**src/rtl/countdown_timer_pkg.sv**
```systemverilog
// countdown_timer_pkg
//   Shared definitions for the MM:SS countdown timer service.
//   - state_t : controller states (3-bit encoding, unused codes recover to IDLE)
//   - event_t : the single button event acting in a cycle, after prioritisation
//   - BCD display word field boundaries, shared with the stopwatch service
//   - per-digit BCD limits and a helper returning the limit of a selected digit
package countdown_timer_pkg;

  typedef enum logic [2:0] {
    ST_IDLE    = 3'd0,
    ST_SET     = 3'd1,
    ST_RUN     = 3'd2,
    ST_PAUSE   = 3'd3,
    ST_EXPIRED = 3'd4
  } state_t;

  typedef enum logic [2:0] {
    EV_NONE = 3'd0,
    EV_M    = 3'd1,
    EV_U    = 3'd2,
    EV_D    = 3'd3,
    EV_L    = 3'd4,
    EV_R    = 3'd5
  } event_t;

  // 16-bit BCD display word layout (same as the stopwatch count)
  localparam int BCD_W         = 16;
  localparam int DIGIT_W       = 4;
  localparam int MIN_TENS_LSB  = 12;
  localparam int MIN_UNITS_LSB = 8;
  localparam int SEC_TENS_LSB  = 4;
  localparam int SEC_UNITS_LSB = 0;

  // Largest legal value of each digit
  localparam logic [3:0] MIN_TENS_MAX  = 4'd5;
  localparam logic [3:0] MIN_UNITS_MAX = 4'd9;
  localparam logic [3:0] SEC_TENS_MAX  = 4'd5;
  localparam logic [3:0] SEC_UNITS_MAX = 4'd9;

  // digit_sel 3 addresses [15:12], 0 addresses [3:0]
  function automatic logic [3:0] digit_max(input logic [1:0] sel);
    logic [3:0] lim;
    case (sel)
      2'd3:    lim = MIN_TENS_MAX;
      2'd2:    lim = MIN_UNITS_MAX;
      2'd1:    lim = SEC_TENS_MAX;
      default: lim = SEC_UNITS_MAX;
    endcase
    return lim;
  endfunction

endpackage

```
**src/rtl/btn_edge_detect.sv**
```systemverilog
// btn_edge_detect
//   Registered rising-edge detector for one level-sensitive push button.
//   A button held high yields exactly one single-cycle press pulse.
//   Ports:
//     clk    in  system clock
//     reset  in  asynchronous, active-high reset (clears history)
//     clear  in  synchronous clear of the history (service deselected)
//     btn    in  raw button level
//     press  out one-cycle pulse: btn & ~btn_q
module btn_edge_detect (
  input  logic clk,
  input  logic reset,
  input  logic clear,
  input  logic btn,
  output logic press
);

  logic btn_q;

  always_ff @(posedge clk or posedge reset) begin
    if (reset) begin
      btn_q <= 1'b0;
    end else if (clear) begin
      btn_q <= 1'b0;
    end else begin
      btn_q <= btn;
    end
  end

  assign press = btn & ~btn_q;

endmodule

```
**src/rtl/countdown_timer.sv**
```systemverilog
// countdown_timer
//   BCD MM:SS countdown timer. The user programs a start time digit by digit
//   in SET, starts/pauses with push_m, and the block raises alarm at 00:00.
//   Ports:
//     clk, reset      clock, asynchronous active-high reset
//     enable          service select; low clears the block to IDLE
//     push_m          start / pause / acknowledge (level)
//     push_u, push_d  increment / decrement selected digit (level)
//     push_l, push_r  move digit selection left / right (level)
//     time_bcd        {min tens, min units, sec tens, sec units}
//     digit_sel       selected digit, 3 = [15:12], 0 = [3:0]
//     blink_en        high in SET
//     alarm           high in EXPIRED
//     running         high in RUN
//   Parameters:
//     PRESC  clk cycles per one-second decrement (>= 1)
//     PW     prescaler width, 2^PW >= PRESC
module countdown_timer
  import countdown_timer_pkg::*;
#(
  parameter int PRESC = 1,
  parameter int PW    = 16
) (
  input  logic        clk,
  input  logic        reset,
  input  logic        enable,
  input  logic        push_m,
  input  logic        push_u,
  input  logic        push_d,
  input  logic        push_l,
  input  logic        push_r,
  output logic [15:0] time_bcd,
  output logic [1:0]  digit_sel,
  output logic        blink_en,
  output logic        alarm,
  output logic        running
);

  localparam logic [PW-1:0] PRESC_LAST = PW'(PRESC - 1);

  state_t             state_q, state_d;
  logic [BCD_W-1:0]   bcd_q, bcd_d;
  logic [BCD_W-1:0]   preset_q, preset_d;
  logic [1:0]         sel_q, sel_d;
  logic [PW-1:0]      presc_q, presc_d;

  logic press_m, press_u, press_d, press_l, press_r;
  event_t             ev;
  logic [BCD_W-1:0]   bcd_dec_val;
  logic               tick;
  logic [DIGIT_W-1:0] cur_digit;
  logic [DIGIT_W-1:0] cur_max;

  // One-second BCD decrement with borrow through all four digits.
  // Only applied to a non-zero value.
  function automatic logic [15:0] bcd_dec(input logic [15:0] t);
    logic [15:0] r;
    r = t;
    if (t[SEC_UNITS_LSB +: DIGIT_W] != 4'd0) begin
      r[SEC_UNITS_LSB +: DIGIT_W] = t[SEC_UNITS_LSB +: DIGIT_W] - 4'd1;
    end else begin
      r[SEC_UNITS_LSB +: DIGIT_W] = SEC_UNITS_MAX;
      if (t[SEC_TENS_LSB +: DIGIT_W] != 4'd0) begin
        r[SEC_TENS_LSB +: DIGIT_W] = t[SEC_TENS_LSB +: DIGIT_W] - 4'd1;
      end else begin
        r[SEC_TENS_LSB +: DIGIT_W] = SEC_TENS_MAX;
        if (t[MIN_UNITS_LSB +: DIGIT_W] != 4'd0) begin
          r[MIN_UNITS_LSB +: DIGIT_W] = t[MIN_UNITS_LSB +: DIGIT_W] - 4'd1;
        end else begin
          r[MIN_UNITS_LSB +: DIGIT_W] = MIN_UNITS_MAX;
          r[MIN_TENS_LSB +: DIGIT_W]  = t[MIN_TENS_LSB +: DIGIT_W] - 4'd1;
        end
      end
    end
    return r;
  endfunction

  function automatic logic [3:0] digit_inc(input logic [3:0] d, input logic [3:0] lim);
    return (d >= lim) ? 4'd0 : d + 4'd1;
  endfunction

  function automatic logic [3:0] digit_dec(input logic [3:0] d, input logic [3:0] lim);
    return (d == 4'd0 || d > lim) ? lim : d - 4'd1;
  endfunction

  btn_edge_detect u_btn_m (.clk(clk), .reset(reset), .clear(~enable), .btn(push_m), .press(press_m));
  btn_edge_detect u_btn_u (.clk(clk), .reset(reset), .clear(~enable), .btn(push_u), .press(press_u));
  btn_edge_detect u_btn_d (.clk(clk), .reset(reset), .clear(~enable), .btn(push_d), .press(press_d));
  btn_edge_detect u_btn_l (.clk(clk), .reset(reset), .clear(~enable), .btn(push_l), .press(press_l));
  btn_edge_detect u_btn_r (.clk(clk), .reset(reset), .clear(~enable), .btn(push_r), .press(press_r));

  // Only the highest-priority press acts: m > u > d > l > r
  always_comb begin
    ev = EV_NONE;
    if (press_m)      ev = EV_M;
    else if (press_u) ev = EV_U;
    else if (press_d) ev = EV_D;
    else if (press_l) ev = EV_L;
    else if (press_r) ev = EV_R;
  end

  assign bcd_dec_val = bcd_dec(bcd_q);
  assign tick        = (presc_q == PRESC_LAST);
  assign cur_digit   = bcd_q[{sel_q, 2'b00} +: DIGIT_W];
  assign cur_max     = digit_max(sel_q);

  always_ff @(posedge clk or posedge reset) begin
    if (reset) begin
      state_q  <= ST_IDLE;
      bcd_q    <= '0;
      preset_q <= '0;
      sel_q    <= '0;
      presc_q  <= '0;
    end else begin
      state_q  <= state_d;
      bcd_q    <= bcd_d;
      preset_q <= preset_d;
      sel_q    <= sel_d;
      presc_q  <= presc_d;
    end
  end

  always_comb begin
    state_d  = state_q;
    bcd_d    = bcd_q;
    preset_d = preset_q;
    sel_d    = sel_q;
    presc_d  = presc_q;

    if (!enable) begin
      state_d  = ST_IDLE;
      bcd_d    = '0;
      preset_d = '0;
      sel_d    = '0;
      presc_d  = '0;
    end else begin
      case (state_q)
        ST_IDLE: begin
          state_d = ST_SET;
        end

        ST_SET: begin
          case (ev)
            EV_U: bcd_d[{sel_q, 2'b00} +: DIGIT_W] = digit_inc(cur_digit, cur_max);
            EV_D: bcd_d[{sel_q, 2'b00} +: DIGIT_W] = digit_dec(cur_digit, cur_max);
            EV_L: sel_d = sel_q + 2'd1;
            EV_R: sel_d = sel_q - 2'd1;
            EV_M: begin
              // A zero start time would expire immediately; ignore it
              if (bcd_q != '0) begin
                preset_d = bcd_q;
                presc_d  = '0;
                state_d  = ST_RUN;
              end
            end
            default: ;
          endcase
        end

        ST_RUN: begin
          if (tick) begin
            presc_d = '0;
            bcd_d   = bcd_dec_val;
          end else if (ev != EV_M) begin
            presc_d = presc_q + PW'(1);
          end
          // A pause landing on a decrement still takes the decrement;
          // reaching 00:00 wins over the pause.
          if (tick && bcd_dec_val == '0) begin
            state_d = ST_EXPIRED;
          end else if (ev == EV_M) begin
            state_d = ST_PAUSE;
          end
        end

        ST_PAUSE: begin
          case (ev)
            EV_M:       state_d = ST_RUN;
            EV_L, EV_R: state_d = ST_SET;
            default: ;
          endcase
        end

        ST_EXPIRED: begin
          if (ev == EV_M) begin
            bcd_d   = preset_q;
            state_d = ST_SET;
          end
        end

        default: begin
          state_d = ST_IDLE;
        end
      endcase
    end
  end

  assign time_bcd  = bcd_q;
  assign digit_sel = sel_q;
  assign blink_en  = (state_q == ST_SET);
  assign running   = (state_q == ST_RUN);
  assign alarm     = (state_q == ST_EXPIRED);

endmodule

```
**config.mk**
```make
export PLATFORM = sky130hd
export DESIGN_NAME = countdown_timer
export DESIGN_NICKNAME = d
export VERILOG_FILES = /design/src/rtl/countdown_timer_pkg.sv /design/src/rtl/btn_edge_detect.sv /design/src/rtl/countdown_timer.sv
export SDC_FILE = /design/constraint.sdc
export NUM_CORES = 1
export LEC_CHECK = 0
export ABC_AREA = 1
export ABC_CLOCK_PERIOD_IN_PS = 5050
export CORE_MARGIN = 2
export CORE_UTILIZATION = 40
export CTS_BUF_LIST = sky130_fd_sc_hd__clkbuf_4
export CTS_CLUSTER_DIAMETER = 150
export DETAILED_ROUTE_END_ITERATION = 10
export MAX_ROUTING_LAYER = met4
export PLACE_DENSITY = 0.57
export SYNTH_ARGS = -nofsm -noshare
export SYNTH_HDL_FRONTEND = slang
export SYNTH_HIERARCHICAL = 1
export SYNTH_SLANG_ARGS = --single-unit
```
**constraint.sdc**
```tcl
create_clock -name clk -period 5.05 [get_ports clk]
set_clock_uncertainty 0.2 [all_clocks]
set_input_delay 0.505 -clock clk [delete_from_list [all_inputs] [get_ports clk]]
set_output_delay 0.505 -clock clk [all_outputs]
set_load 0.02 [all_outputs]
```
==> results.toml <==
[status]
outcome = "finished clean"

[synth]
synth_cell_types = 42
syn_area_per_cell_um2 = 6.92
ys_ff_latch = 58
synthesis.area_um2 = 4340
async_flop_share = 1.00
ys.flop_type = "dfrtp_1"
synth_nets = 650
syn_inst = 627
synth_edf_count = 0
yosysSeqAreaShare = 0.334
synth_warnings = 6

[place]
dp_cells = 785
post-dp-hpwl_mm = 10.3
place_ws_ns = 1.83
place_congestion = 1.00
numPortBuffers = 28
placed_area_um2 = 4730

[timing]
slew_violations = 0
layout_min_cycle_time_ns = 3.26
period_share = 0.645
rsz0062_at_grt = "no"
hold_viol_final = 0
max_slew_margin = 0.420
fin_setup_tns_ns = 0
fmax_ghz = 0.307
worst_pin_slew_ns = 0.870
worst_slack_ns = 1.79
setup_viol = 0

[floorplanning]
floorplan.die_area_um2 = 11700
die_y_um = 108
rows = 38
initial_core_util = 0.406
num_io_pins = 29
die_x_um = 108
coreArea_um2 = 10700

[global_routing]
grt_pass1_vias = 4098
grt_pass1_wl_mm = 22.0
grt_max_degree = 54
track_usage = 0.258
antenna_found_initial = 0
grt.overflow.total = 0

[clock_network]
cts_buffers = 9
cts.clk_slew.worst_paths_ns = 0.11
post_cts_buffers = 0
htreeDepth = 3
ctsRootBufferMaster = "clkbuf_4"
insertion_delay_ns = 0.45
cts_tree = "built"
cts_resized = 0
cts_hold_buffers = 0
cts_sinks = 58
cts_buffer_depth = 2

[power_and_ir_drop]
powerDensity_nw_per_um2 = 472
p_leak_nw = 2.37
max-vdd-ir-drop_uv = 246

[finish]
seq_area_um2 = 1450
nFillCells = 1137
finish.net_count = 679
diodes = 0
fin_area_um2 = 4880
instances_no_fill = 800
fin_util = 0.456
multi_input_area_um2 = 2400
syn_to_final_growth_pct = 12.4
drive_gt1_frac = 0.0909

[worst_setup_path]
crit_path_start = "digit_sel[0]"
cp.arrival_ns = 3.43
crit_path_max_fanout = 17
r2r-start = "digit_sel[0]"
crit_required_ns = 5.22
start_kind = "flop"
endpoint_kind = "flop"
setup.worst_path.class = "flop to flop"

[job]
cap_violations = 0

[route]
viasPerCell = 5.40
routedWlPerCell_um = 17.0
vias = 4321
remaining_drc_errors = 0
totalWireLength_mm = 13.6
final_antenna_net_count = 0
drtIter0Drc = 380
first_pass_iters = 5

[hold_path]
hold_class = "input pin to async pin"
## cell usage after synthesis (2+ instances only)
master,n,area share
nand3_1,59,0.068
nor2_8,2,0.0092
nand2_2,9,0.013
dfrtp_1,58,0.33
nand3b_1,2,0.0035
a31oi_1,5,0.0072
o22ai_1,21,0.030
nand2_4,3,0.0078
o211ai_1,4,0.0069
inv_2,11,0.0095
buf_2,4,0.0046
nor3_2,2,0.0046
nand4_1,17,0.024
nor2_4,4,0.010
inv_4,2,0.0029
o31ai_1,3,0.0052
o21ai_0,36,0.041
nand2_1,130,0.11
xor2_1,6,0.012
o21ai_1,5,0.0058
inv_1,97,0.084
nor4_1,5,0.0072
a21oi_1,24,0.028
nor2_2,5,0.0072
nor2_1,64,0.055
buf_6,3,0.0078
a22oi_1,3,0.0052
clkbuf_1,2,0.0017
ha_1,15,0.043
nor3_1,12,0.014
nand3_4,3,0.012
## worst paths after layout
path | depth (start not counted) | to | slack (ns)
worst min-delay path | 2 | u_btn_m/btn_q | 0.14
worst max-delay path | 15 | time_bcd[2] | 1.79
max in group asynchronous | 3 | preset_q[3] | 3.67
worst max register to register | 15 | time_bcd[2] | 1.79
min in group clk | 2 | preset_q[8] | 0.33
worst min register to register | 2 | preset_q[8] | 0.33
## logic make-up (layout without fill, tap and decap cells)
kind of cell / after synthesis / in the layout / share of synthesized area
AOI/OAI and AO/OA: 107 / 107 / 0.142
xor gates and xnor gates: 6 / 6 / 0.0121
adders and majority gates: 15 / 15 / 0.0432
buffers and inverters: 121 / 154 / 0.113
DFF: 58 / 58 / 0.334
and+or+nand+nor: 320 / 320 / 0.356
## where the power goes
group          internal (mW)  switching, mW  total, mW
combinational          0.418          0.892       1.31
clock                  0.195          0.194      0.389
sequential             0.510         0.0947      0.605
total                   1.12           1.18       2.30
## cell type report
class,count,share of cell area
multi-input cells,448,0.492
repair buffers,29,0.0589
inverters,110,0.0856
flip-flops and latches,58,0.297
clock buffers,9,0.0138
clock inverters,6,0.0169
well taps,140,0.0359
## worst max-delay path, cell delays in order (launching register included)
cell and delay (ns):
dfrtp_1 0.69, inv_4 0.18, nand2_1 0.10, nand3_1 0.07, nand2_1 0.16, inv_1 0.12
ha_1 0.35, nand3_1 0.12, nand2_1 0.07, a31oi_1 0.29, nand3b_1 0.14, nand2_1 0.10
nand2_1 0.07, o21ai_0 0.28, nand4_1 0.12, o21ai_0 0.12
## per-layer routing
metal | global-route usage | share of wire
met2 | 0.373 | 0.44
met4 | 0.107 | 0.027
met1 | 0.360 | 0.48
met5 | - | 0
met3 | 0.0398 | 0.051
## sequential cells by signal, indices dropped and copies added (netlist names)
name / count
digit_sel: 2
presc_q: 16
preset_q: 16
u_btn_d/btn_q: 1
u_btn_l/btn_q: 1
u_btn_u/btn_q: 1
u_btn_r/btn_q: 1
u_btn_m/btn_q: 1
time_bcd: 16
state_q: 3
## cell usage in the layout, fill, tap and decap left out, types with 4 or more instances in the layout
cell type	synthesis	layout
nand4_1	17	17
xor2_1	6	6
o21ai_1	5	5
a21oi_1	24	24
a31oi_1	5	5
clkbuf_4	0	9
dfrtp_1	58	58
o21ai_0	36	36
nor2_4	4	4
inv_1	97	96
nand2_1	130	130
nor4_1	5	5
nor3_1	12	12
inv_2	11	12
o22ai_1	21	21
o211ai_1	4	4
nand3_1	59	59
nor2_2	5	5
ha_1	15	15
clkdlybuf4s50_1	0	28
nand2_2	9	9
nor2_1	64	64
## metrics by stage
step	power (mW)	hold WS, ns
floorplan	1.52	0.0337
global placement	1.91	0.312
detailed placement	1.90	0.317
CTS	2.30	0.132
global route	2.48	0.138
finish	2.30	0.138
Note: power is estimated with default switching activity, not from simulation.
==> RTL change: new RTL, config.mk and constraints unchanged <==
Encoding of `state_t`: now one-hot (5 bits for 5 states).
--- a/src/rtl/countdown_timer_pkg.sv
+++ b/src/rtl/countdown_timer_pkg.sv
@@ -8,8 +8,8 @@
 
-  typedef enum logic [2:0] {
-    ST_IDLE    = 3'd0,
-    ST_SET     = 3'd1,
-    ST_RUN     = 3'd2,
-    ST_PAUSE   = 3'd3,
-    ST_EXPIRED = 3'd4
+  typedef enum logic [4:0] {
+    ST_IDLE    = 5'b00001,
+    ST_SET     = 5'b00010,
+    ST_RUN     = 5'b00100,
+    ST_PAUSE   = 5'b01000,
+    ST_EXPIRED = 5'b10000
   } state_t;
Check against the original RTL: same outputs for any inputs over 4 cycles, from zero or initial values and one cycle with reset high; so few cycles prove little.
==> RTL change against the unedited design <==
  * Synthesized cell count up 6.2%
  * Routed wire length decreased by 1.9%
  * Combinational power shrank 32%
  * Utilization shrank 0.52 points
  * Area after synthesis is 6.5% higher
  * Sequential power shrank 6.9%
  * Largest cell class unchanged
  * Fmax is 1.3% higher
  * Critical path type unchanged
  * Worst setup slack better by 41 ps
  * Final area is 5.1% higher
  * Power shrank 24%
  * Sequential cell count rose by 2
==> RTL change: results (changes against the unedited design) <==
| Metric | Value |
|---|---|
| Crit path kind | `reg -> reg` |
| Share of cells above drive strength 1 | `0.106 (+0.0151)` |
| Vias per cell | `5.46 (+1.2%)` |
| Num CTS Buffers | `9 (unchanged)` |
| FFs w/ async S/R, synth | `1.00 (unchanged)` |
| Worst Path Max Fanout | `10 (-7)` |
| # placed instances | `825 (+5.1%)` |
| Critical R2R Launch | `digit_sel[1]$_DFFE_PP0P_` |
| Synth top cells by count | `166 x nand2_1, 79 x inv_1, 63 x nor2_1` |
| Status | `finished clean` |
| Total GRT Usage | `0.228 (-0.0295)` |
| GRT Residual Overflow | `0 (unchanged)` |
| DP HPWL | `10.1 mm (-1.8%)` |
| Clk pin slew, worst setup/hold paths | `110 ps (about the same)` |
| Leakage power | `0.00244 µW (+2.9%)` |
| Bufs on Longest Clock Path | `2 (unchanged)` |
| DRC errors left | `0 (unchanged)` |
| Final non-filler cell total | `841 (+5.1%)` |
| Largest net degree at the start of global routing | `56 (+3.7%)` |
| Top cells by area, synth | `dfrtp_1 32%, nand2_1 13%, inv_1 6.4%, nand3_1 6.1%, nor2_1 5.1%` |
| Maximum vdd drop | `0.198 mV (-20%)` |
| Yosys warning count | `6 (unchanged)` |
| Global-route wire length before repair | `22.0 mm (unchanged)` |
| Reg2Reg Setup Slack | `1830 ps (+40 ps)` |
| First drt pass iteration count | `5 (unchanged)` |
| Post-CTS Resized | `0 (unchanged)` |
| DRT iter0 DRCs | `279 (-27%)` |
| Post-CTS setup buffer count | `0 (unchanged)` |
| Routed WL per cell | `15.9 µm (-6.7%)` |
| Hold Path Class | `in -> async` |
| Nets@finish | `717 (+5.6%)` |
| Internal power | `894 µW (-20%)` |
| Routability cong. | `0.993 (-0.98%)` |
| Reg2Reg Capture Point | `time_bcd[13]$_DFFE_PP0P_` |
| R2R cell count | `16 (+1)` |
| # port buffers | `28 (unchanged)` |
| WP data arrival | `3380 ps (-50 ps)` |
| Critical path capture point | `time_bcd[13]$_DFFE_PP0P_` |
| Cell variety after synth | `50 (+19%)` |
| H-tree lvl count | `3 (unchanged)` |
| Seq/Total Area, Yosys | `0.325 (-0.00944)` |
| Syn Area/Cell | `6.95 µm² (+0.30%)` |
| Slew @ Worst Pin | `721 ps (-148 ps)` |
| Initial antenna violation count | `0 (unchanged)` |
| Root buffer cell | `clkbuf_4` |
| ANT cells | `0 (unchanged)` |
| Vias in the first global route | `4398 (+7.3%)` |
| Syn_nets | `690 (+6.2%)` |
| Clock latency on the worst-skew pair | `420 ps (-30 ps)` |
RTL change: cell count changes after synthesis, sizes merged, moves of 4 or more:
cell / unedited run / this run
xor2: 6 / 13
a31oi: 5 / 1
nor3: 15 / 22
o22ai: 21 / 10
nand2: 142 / 175
inv: 110 / 92
nor2: 75 / 80
a21oi: 25 / 19
o21ai: 42 / 57
RTL change: final cells by class:
class | instances | area, µm²
fillers | 1198 | 6240
multi-input cells | 498 | 2680
flip-flops and latches | 60 | 1500
inverters | 93 | 354
repair buffers | 31 | 303
well taps | 143 | 179
clock buffers | 10 | 75.1
clock inverters | 6 | 32.5
RTL change: kinds of logic after synthesis:
kind of cell    count (synthesis)  synth area share
compound gates                101             0.134
fa+ha+maj                      16            0.0433
simple gates                  367             0.377
buf+inv                       108            0.0949
flops                          60             0.325
xor+xnor                       14            0.0265
RTL change: per-layer routing:
metal / track usage / wire (µm) / vias to the layer above
li1: - / - / 2263
met1: 0.287 / 5820 / 2140
met2: 0.365 / 6300 / 159
met3: 0.0425 / 846 / 33
met4: 0.0922 / 376 / 0
met5: - / 0 / -
RTL change: worst min-delay path by stage:
stage          slack [ps]                       end  cells after the start                startpoint
2_1_floorplan          30   u_btn_d/btn_q$_DFF_PP0_                      1                     reset
3_3_place_gp          290   preset_q[4]$_DFFE_PP0P_                      2   preset_q[4]$_DFFE_PP0P_
3_5_place_dp          300  preset_q[11]$_DFFE_PP0P_                      2  preset_q[11]$_DFFE_PP0P_
4_1_cts               150   u_btn_u/btn_q$_DFF_PP0_                      2                     reset
5_1_grt               160   u_btn_r/btn_q$_DFF_PP0_                      2                     reset
6_report              170   u_btn_u/btn_q$_DFF_PP0_                      2                     reset
RTL change: worst max-delay path, stage by stage, from the launching register on:
cell and delay, ps:
dfrtp_1 590, inv_1 230, ha_1 280, nor2_1 180
inv_1 90, ha_1 330, a21oi_1 170, nand2_1 70
nand2_1 60, nand2_1 90, o21ai_1 270, nand2_1 130
nor2_1 140, nand3_1 130, nand3_1 110, nand2_1 50
nand2_1 50
RTL change: power groups by stage:
stage	clock [µW]	combinational (µW)	sequential [µW]
after floorplan	0	649	574
after global placement	0	866	572
after detailed placement	0	873	571
after CTS	298	876	562
after global routing	328	987	568
final	289	889	563
RTL change: through the flow:
step / setup WS (ps) / cell area, µm² / utilization
2_1_floorplan: 2390 / 4630 / -
6_report: 1830 / 5130 / 0.451
5_1_grt: 1590 / 5130 / 0.451
4_1_cts: 1930 / 5130 / 0.451
3_5_place_dp: 1730 / 5020 / 0.442
3_3_place_gp: 1830 / 5020 / 0.442
